File: src/rtl/vit_pkg.sv
// rtl/vit_pkg.sv - shared constants, FSM encoding and trellis symbol helper for the Viterbi ACS stage
package vit_pkg;
  localparam int NSTATES = 8;
  localparam int SW      = 3;
  localparam int MW      = 8;
  localparam int BMW     = 3;
  localparam int BW      = $clog2(MW);

  localparam logic [3:0]    G0      = 4'b1111;
  localparam logic [3:0]    G1      = 4'b1101;
  localparam logic [MW-1:0] INIT_PM = 8'd64;

  typedef enum logic [2:0] {IDLE, ADD0, ADD1, CMP, WR, SWAP} fsm_t;

  // Encoder output {c1,c0} for input bit u entering register state p.
  function automatic logic [1:0] sym_of(input logic u, input logic [SW-1:0] p);
    logic [3:0] r;
    r = {u, p};
    return {^(r & G1), ^(r & G0)};
  endfunction
endpackage

File: src/rtl/acs_serial_sched_if.sv
// rtl/acs_serial_sched_if.sv - step request / decision result bundle for the serial ACS sequencer
interface acs_serial_sched_if;
  import vit_pkg::*;

  logic                 start;
  logic [4*BMW-1:0]     bm;
  logic                 ready;
  logic                 done;
  logic [NSTATES-1:0]   surv;
  logic [SW-1:0]        best_state;

  modport master (output start, bm, input ready, done, surv, best_state);
  modport slave  (input start, bm, output ready, done, surv, best_state);
endinterface

File: src/rtl/acs_serial_sched_fa.sv
// rtl/acs_serial_sched_fa.sv - one-bit full adder shared by all path-metric additions
module fa (
  input  logic x,
  input  logic y,
  input  logic cin,
  output logic s,
  output logic cout
);
  assign s    = x ^ y ^ cin;
  assign cout = (x & y) | (cin & (x ^ y));
endmodule

File: src/rtl/acs_serial_sched.sv
// rtl/acs_serial_sched.sv - bit-serial add-compare-select sequencer for an 8-state rate-1/2 Viterbi trellis
module acs_serial_sched
  import vit_pkg::*;
(
  input  logic               clk,
  input  logic               rst,
  acs_serial_sched_if.slave  bus
);
  localparam logic [BW-1:0] BIT_LAST = BW'(MW - 1);
  localparam logic [SW-1:0] S_LAST   = SW'(NSTATES - 1);

  fsm_t               st;
  logic [BW-1:0]      bit_cnt;
  logic [SW-1:0]      s_cnt;
  logic               carry;
  logic [MW-1:0]      cand0, cand1;
  logic               ovf0, ovf1;
  logic               dec_q;
  logic [MW-1:0]      win_q;
  logic [MW-1:0]      min_val;
  logic [SW-1:0]      min_idx;
  logic [NSTATES-1:0] surv_nxt;
  logic [4*BMW-1:0]   bm_q;
  logic               bank_sel;
  logic [MW-1:0]      pm [2][NSTATES];

  logic               ready_q, done_q;
  logic [NSTATES-1:0] surv_q;
  logic [SW-1:0]      best_q;

  assign bus.ready      = ready_q;
  assign bus.done       = done_q;
  assign bus.surv       = surv_q;
  assign bus.best_state = best_q;

  // ADD0 walks predecessor x=0, ADD1 walks x=1; reads always come from the active bank.
  logic               sel_x;
  logic [SW-1:0]      px;
  logic [1:0]         sym;
  logic [MW-1:0]      pm_rd;
  logic [BMW-1:0]     bm_sel;
  logic [MW-1:0]      bm_ext;
  logic               fa_s, fa_c;
  logic [MW-1:0]      fin0, fin1;
  logic               all_msb;

  assign sel_x  = (st == ADD1);
  assign px     = {s_cnt[SW-2:0], sel_x};
  assign sym    = sym_of(s_cnt[SW-1], px);
  assign pm_rd  = pm[bank_sel][px];
  assign bm_sel = bm_q[BMW*int'(sym) +: BMW];
  assign bm_ext = {{(MW-BMW){1'b0}}, bm_sel};
  assign fin0   = ovf0 ? '1 : cand0;
  assign fin1   = ovf1 ? '1 : cand1;

  fa u_fa (
    .x    (pm_rd[bit_cnt]),
    .y    (bm_ext[bit_cnt]),
    .cin  (carry),
    .s    (fa_s),
    .cout (fa_c)
  );

  always_comb begin
    all_msb = 1'b1;
    for (int i = 0; i < NSTATES; i++) all_msb = all_msb & pm[~bank_sel][i][MW-1];
  end

  always_ff @(posedge clk) begin
    if (rst) begin
      st       <= IDLE;
      ready_q  <= 1'b1;
      done_q   <= 1'b0;
      surv_q   <= '0;
      best_q   <= '0;
      bank_sel <= 1'b0;
      bit_cnt  <= '0;
      s_cnt    <= '0;
      carry    <= 1'b0;
      cand0    <= '0;
      cand1    <= '0;
      ovf0     <= 1'b0;
      ovf1     <= 1'b0;
      dec_q    <= 1'b0;
      win_q    <= '0;
      min_val  <= '0;
      min_idx  <= '0;
      surv_nxt <= '0;
      bm_q     <= '0;
      for (int b = 0; b < 2; b++)
        for (int i = 0; i < NSTATES; i++)
          pm[b][i] <= (i == 0) ? '0 : INIT_PM;
    end else begin
      done_q <= 1'b0;
      case (st)
        IDLE: begin
          if (bus.start && ready_q) begin
            bm_q    <= bus.bm;
            ready_q <= 1'b0;
            bit_cnt <= '0;
            s_cnt   <= '0;
            carry   <= 1'b0;
            st      <= ADD0;
          end
        end
        ADD0: begin
          cand0   <= {fa_s, cand0[MW-1:1]};
          carry   <= fa_c;
          bit_cnt <= bit_cnt + 1'b1;
          if (bit_cnt == BIT_LAST) begin
            ovf0    <= fa_c;
            carry   <= 1'b0;
            bit_cnt <= '0;
            st      <= ADD1;
          end
        end
        ADD1: begin
          cand1   <= {fa_s, cand1[MW-1:1]};
          carry   <= fa_c;
          bit_cnt <= bit_cnt + 1'b1;
          if (bit_cnt == BIT_LAST) begin
            ovf1    <= fa_c;
            carry   <= 1'b0;
            bit_cnt <= '0;
            st      <= CMP;
          end
        end
        CMP: begin
          dec_q <= (fin1 < fin0);
          win_q <= (fin1 < fin0) ? fin1 : fin0;
          st    <= WR;
        end
        WR: begin
          pm[~bank_sel][s_cnt] <= win_q;
          surv_nxt[s_cnt]      <= dec_q;
          if (s_cnt == '0 || win_q < min_val) begin
            min_val <= win_q;
            min_idx <= s_cnt;
          end
          if (s_cnt == S_LAST) begin
            st <= SWAP;
          end else begin
            s_cnt <= s_cnt + 1'b1;
            st    <= ADD0;
          end
        end
        SWAP: begin
          // Uniform subtraction of 2^(MW-1) keeps metric differences intact.
          if (all_msb)
            for (int i = 0; i < NSTATES; i++) pm[~bank_sel][i][MW-1] <= 1'b0;
          bank_sel <= ~bank_sel;
          surv_q   <= surv_nxt;
          best_q   <= min_idx;
          done_q   <= 1'b1;
          ready_q  <= 1'b1;
          st       <= IDLE;
        end
        default: st <= IDLE;
      endcase
    end
  end
endmodule

File: src/flat_wrapper.sv
// flat-port wrapper written by rule: the top's interface ports become plain ports
module acs_serial_sched_flat import vit_pkg::*;
  (clk, rst, bus_start, bus_bm, bus_ready, bus_done, bus_surv, bus_best_state);
  acs_serial_sched_if bus_i ();
  input  logic clk;
  input  logic rst;
  input wire logic [$bits(bus_i.start)-1:0] bus_start;
  input wire logic [$bits(bus_i.bm)-1:0] bus_bm;
  output wire logic [$bits(bus_i.ready)-1:0] bus_ready;
  output wire logic [$bits(bus_i.done)-1:0] bus_done;
  output wire logic [$bits(bus_i.surv)-1:0] bus_surv;
  output wire logic [$bits(bus_i.best_state)-1:0] bus_best_state;
  assign bus_i.start = bus_start;
  assign bus_i.bm = bus_bm;
  assign bus_ready = bus_i.ready;
  assign bus_done = bus_i.done;
  assign bus_surv = bus_i.surv;
  assign bus_best_state = bus_i.best_state;
  acs_serial_sched u_core (.clk(clk), .rst(rst), .bus(bus_i));
endmodule
File: config.mk
export PLATFORM = sky130hd
export DESIGN_NAME = acs_serial_sched_flat
export DESIGN_NICKNAME = d
export VERILOG_FILES = /design/src/rtl/vit_pkg.sv /design/src/rtl/acs_serial_sched_if.sv /design/src/rtl/acs_serial_sched_fa.sv /design/src/rtl/acs_serial_sched.sv /design/src/flat_wrapper.sv
export SDC_FILE = /design/constraint.sdc
export NUM_CORES = 1
export LEC_CHECK = 0
export BUFFER_PORTS_ARGS = -buffer_cell sky130_fd_sc_hd__buf_2
export CORE_AREA = 2 2 148 150
export CTS_BUF_LIST = sky130_fd_sc_hd__clkbuf_8
export CTS_CLUSTER_DIAMETER = 200
export DETAILED_ROUTE_END_ITERATION = 8
export DIE_AREA = 0 0 150 152
export PLACE_DENSITY = 0.71
export SETUP_SLACK_MARGIN = 0.2
export SLEW_MARGIN = 20
export SYNTH_ARGS = -nofsm -noshare
export SYNTH_HDL_FRONTEND = slang
export SYNTH_SLANG_ARGS = --single-unit
export TNS_END_PERCENT = 10
File: constraint.sdc
create_clock -name clk -period 3.3 [get_ports clk]
set_input_delay 0.165 -clock clk [delete_from_list [all_inputs] [get_ports clk]]
set_output_delay 0.165 -clock clk [all_outputs]
set_load 0.02 [all_outputs]
==> results.json <==
{
  "run_status": "finished, final reports clean",
  "postRouteAntennaNets": 0,
  "r2r-end": "u_core.cand0[7]$_SDFFE_PP0P_",
  "placed_cell_area_um2": 10200,
  "design.die.area_um2": 22800,
  "synth-main-ff-cell": "edfxtp_1",
  "cts_inserted_buffers": 35,
  "synth-edff-count": 128,
  "yosys_register_bits": 211,
  "hp-start": "bus_start",
  "critPathKind": "reg2reg",
  "crit_path_end_kind": "flop",
  "die_h_um": 152,
  "p_int_mw": 4.19,
  "ir_worst_vdd_mv": 0.209,
  "worstHoldPathCells": 4,
  "ys.warnings.count": 0,
  "coreArea_um2": 21400,
  "dp_slack_ns": 0.0369,
  "fin_hold_ws_ns": 0.119,
  "rsz0062_at_grt": "yes",
  "drt_wl_total_um": 21400,
  "slew-limit-headroom": 0.342,
  "powerDensity_nw_per_um2": 487,
  "num_rows": 54,
  "synth_compound_area_frac": 0.0838,
  "worst_slew_pin_slew_ns": 0.982,
  "synthCells": 770,
  "synth_top_family_by_area": "simple AND/OR/NAND/NOR gates",
  "gp_congestion": 0.817,
  "vias": 6357,
  "drv_slew": 0,
  "cts_tree": "done",
  "via_per_inst": 5.58,
  "clk_path_buf_depth": 3,
  "avgSynthCellArea_um2": 12.5,
  "synth-simple-area-share": 0.148,
  "leakagePower_nw": 4.12,
  "grt_pass1_wl_um": 34700,
  "worstSkewPairLatency_ns": 0.54,
  "stdcell_area_um2": 11100,
  "antenna_found_initial": 0,
  "first_global_vias": 6346,
  "r2r_cells": 9,
  "clock_tree.root_cell": "clkbuf_8",
  "drcViolationCount": 0,
  "start_util": 0.450,
  "yosysSeqAreaShare": 0.573,
  "grt.total_usage": 0.196,
  "min_period_ns": 3.24,
  "drive_gt1_frac": 0.233,
  "io_buffers": 27,
  "htree_num_levels": 2,
  "r2r-start": "u_core.st[1]$_SDFFE_PP0P_",
  "drv_cap": 0,
  "cp-start-kind": "flop",
  "num_io_pins": 28,
  "yosys.area_share.adder": 0.0320,
  "syn_to_final_growth_pct": 15.4,
  "final_common_cell": "edfxtp_1",
  "hold_viol": 0,
  "layout_common_cells": "128 x edfxtp_1, 80 x dfxtp_1, 69 x nand2_1",
  "setup_viol": 0,
  "die_x_um": 150,
  "clock.fmax_mhz": 309,
  "clkPwrFrac": 0.421,
  "synth_fp_nets": 809,
  "switching_share": 0.225,
  "hold_path.class": "in2reg",
  "hold_end": "u_core.st[0]$_SDFFE_PP0P_",
  "synth-xor-area-share": 0.00182,
  "pwr-share-seq": 0.535,
  "fill_cells": 1816,
  "dp_hpwl_um": 14800,
  "p_comb_frac": 0.044,
  "timing.final.ws_setup_ns": 0.0609,
  "dp_cells": 1060,
  "critical_path.max_fanout": 3,
  "grt_max_degree": 61,
  "first_pass_iters": 5,
  "wire_per_inst_um": 18.8,
  "crit_arrival_ns": 3.69,
  "p_sw_mw": 1.22,
  "async_flop_share": 0,
  "cts_sinks": 211,
  "synthesis.area_um2": 9610,
  "synthMuxAreaShare": 0.133,
  "antenna_cells": 0,
  "yosysUniqueCellTypes": 52,
  "fin_worst_skew_ns": 0.0299,
  "drt_iter0_drc": 587,
  "path_clk_slew_ns": 0.06,
  "fin_crit_sh": 0.982,
  "reg2reg_setup_slack_ns": 0.06,
  "final_net_count": 872,
  "worst_ep_required_time_ns": 3.75,
  "grt_remaining_overflow": 0,
  "fin_tns_setup_ns": 0,
  "fin_cells": 1139
}
[layer usage]
layer  share of wire  GRT usage
met2            0.48      0.308
met5               0          0
met1            0.42      0.260
met3           0.074     0.0498
met4           0.033     0.0786
[power by group through the flow]
stage / registers, mW / clock network, mW / logic (mW)
2_1_floorplan: 2.93 / 0 / 0.166
3_3_place_gp: 2.95 / 0 / 0.215
3_5_place_dp: 2.95 / 0 / 0.219
4_1_cts: 2.89 / 2.32 / 0.232
5_1_grt: 2.90 / 2.43 / 0.260
6_report: 2.89 / 2.28 / 0.235
[critical path, cell delays in order (launching register included)]
cell and delay [ns]:
dfxtp_2 0.32, nor2b_4 0.17, nor2b_4 0.19, mux4_2 0.51, mux4_2 0.48, mux4_2 0.49
mux2_4 0.28, fa_2 0.54, mux2i_1 0.07, nor2_1 0.11
[cell usage after synthesis (all sizes together) (2+ instances only)]
library cell | n | area [um2]
xnor2 | 2 | 17.5
a32o | 8 | 80.1
or4 | 10 | 75.1
ha | 23 | 288
a31oi | 3 | 18.8
o21a | 4 | 30.0
or3 | 6 | 37.5
a41oi | 3 | 26.3
nor3 | 6 | 35.0
nand3 | 10 | 50.1
nor2b | 7 | 51.3
nand2 | 69 | 259
nand2b | 7 | 43.8
dfxtp | 83 | 1660
or2 | 21 | 131
o21ai | 8 | 40.0
nor2 | 61 | 229
mux4 | 45 | 1010
nand4 | 4 | 25.0
edfxtp | 128 | 3840
inv | 12 | 45.0
o21bai | 17 | 128
a22o | 11 | 96.3
clkbuf | 38 | 143
mux2i | 25 | 250
a211oi | 5 | 37.5
and3 | 14 | 87.6
nor3b | 2 | 15.0
a22oi | 5 | 37.5
nor4 | 5 | 31.3
nand3b | 3 | 22.5
a21oi | 50 | 250
and2 | 49 | 307
buf | 14 | 90.1
[sequential cells by signal, indices dropped and copies added (netlist names), named ones only]
register / count
u_core.bit_cnt: 3
u_core.ovf0: 1
u_core.st: 3
u_core.win_q: 8
u_core.min_val: 8
u_core.bus.ready: 1
u_core.bus.surv: 8
u_core.surv_nxt: 8
u_core.bank_sel: 1
u_core.pm: 128
u_core.bus.done: 1
u_core.ovf1: 1
u_core.s_cnt: 3
u_core.cand0: 8
u_core.bus.best_state: 3
u_core.carry: 1
u_core.dec_q: 1
u_core.bm_q: 12
u_core.min_idx: 3
u_core.cand1: 8
[cell families (layout without fill, tap and decap cells)]
| group | count (synthesis) | after routing |
|---|---|---|
| AND/OR/NAND/NOR | 276 | 276 |
| flip-flops | 211 | 211 |
| AO/OA/AOI/OAI | 121 | 121 |
| multiplexers | 71 | 71 |
| buffers and inverters | 65 | 154 |
| adder cells (fa/ha/maj) | 24 | 24 |
| XOR/XNOR | 2 | 2 |
[cell type report]
cell class | count | area (um2) | share of cell area
inverters | 13 | 48.8 | 0.00440
clock inverters | 25 | 165 | 0.0149
repair buffers | 78 | 607 | 0.0547
flip-flops and latches | 211 | 5510 | 0.497
clock buffers | 38 | 523 | 0.0472
well taps | 280 | 350 | 0.0316
multi-input cells | 494 | 3890 | 0.350
[how the worst max path moves through the flow]
stage                                   start                           end  slack, ns  depth (start not counted)
finish              u_core.st[1]$_SDFFE_PP0P_  u_core.cand0[7]$_SDFFE_PP0P_       0.06                          9
global route        u_core.st[1]$_SDFFE_PP0P_  u_core.cand0[7]$_SDFFE_PP0P_     -0.006                          9
CTS                 u_core.st[1]$_SDFFE_PP0P_  u_core.cand0[7]$_SDFFE_PP0P_       0.05                          9
detailed placement  u_core.st[2]$_SDFFE_PP0P_  u_core.cand0[7]$_SDFFE_PP0P_       0.04                          9
global placement    u_core.st[2]$_SDFFE_PP0P_  u_core.cand0[7]$_SDFFE_PP0P_       0.12                          9
floorplan           u_core.st[1]$_SDFFE_PP0P_  u_core.cand0[7]$_SDFFE_PP0P_       0.12                         10
[through the flow]
step / util / power, mW
after floorplan: - / 3.09
after global placement: 0.477 / 3.16
after detailed placement: 0.477 / 3.16
after CTS: 0.517 / 5.44
after global routing: 0.519 / 5.59
final: 0.519 / 5.40
[timing repair]
action                                 CTS  global route
cloned                                   1             0
setup buffers                            1             1
hold buffers                            13             0
pin swaps                                1             1
resized for setup                        2             8
setup endpoints to repair                9            89
endpoints found under the hold margin   21             0
Note: power is estimated with default switching activity, not from simulation.
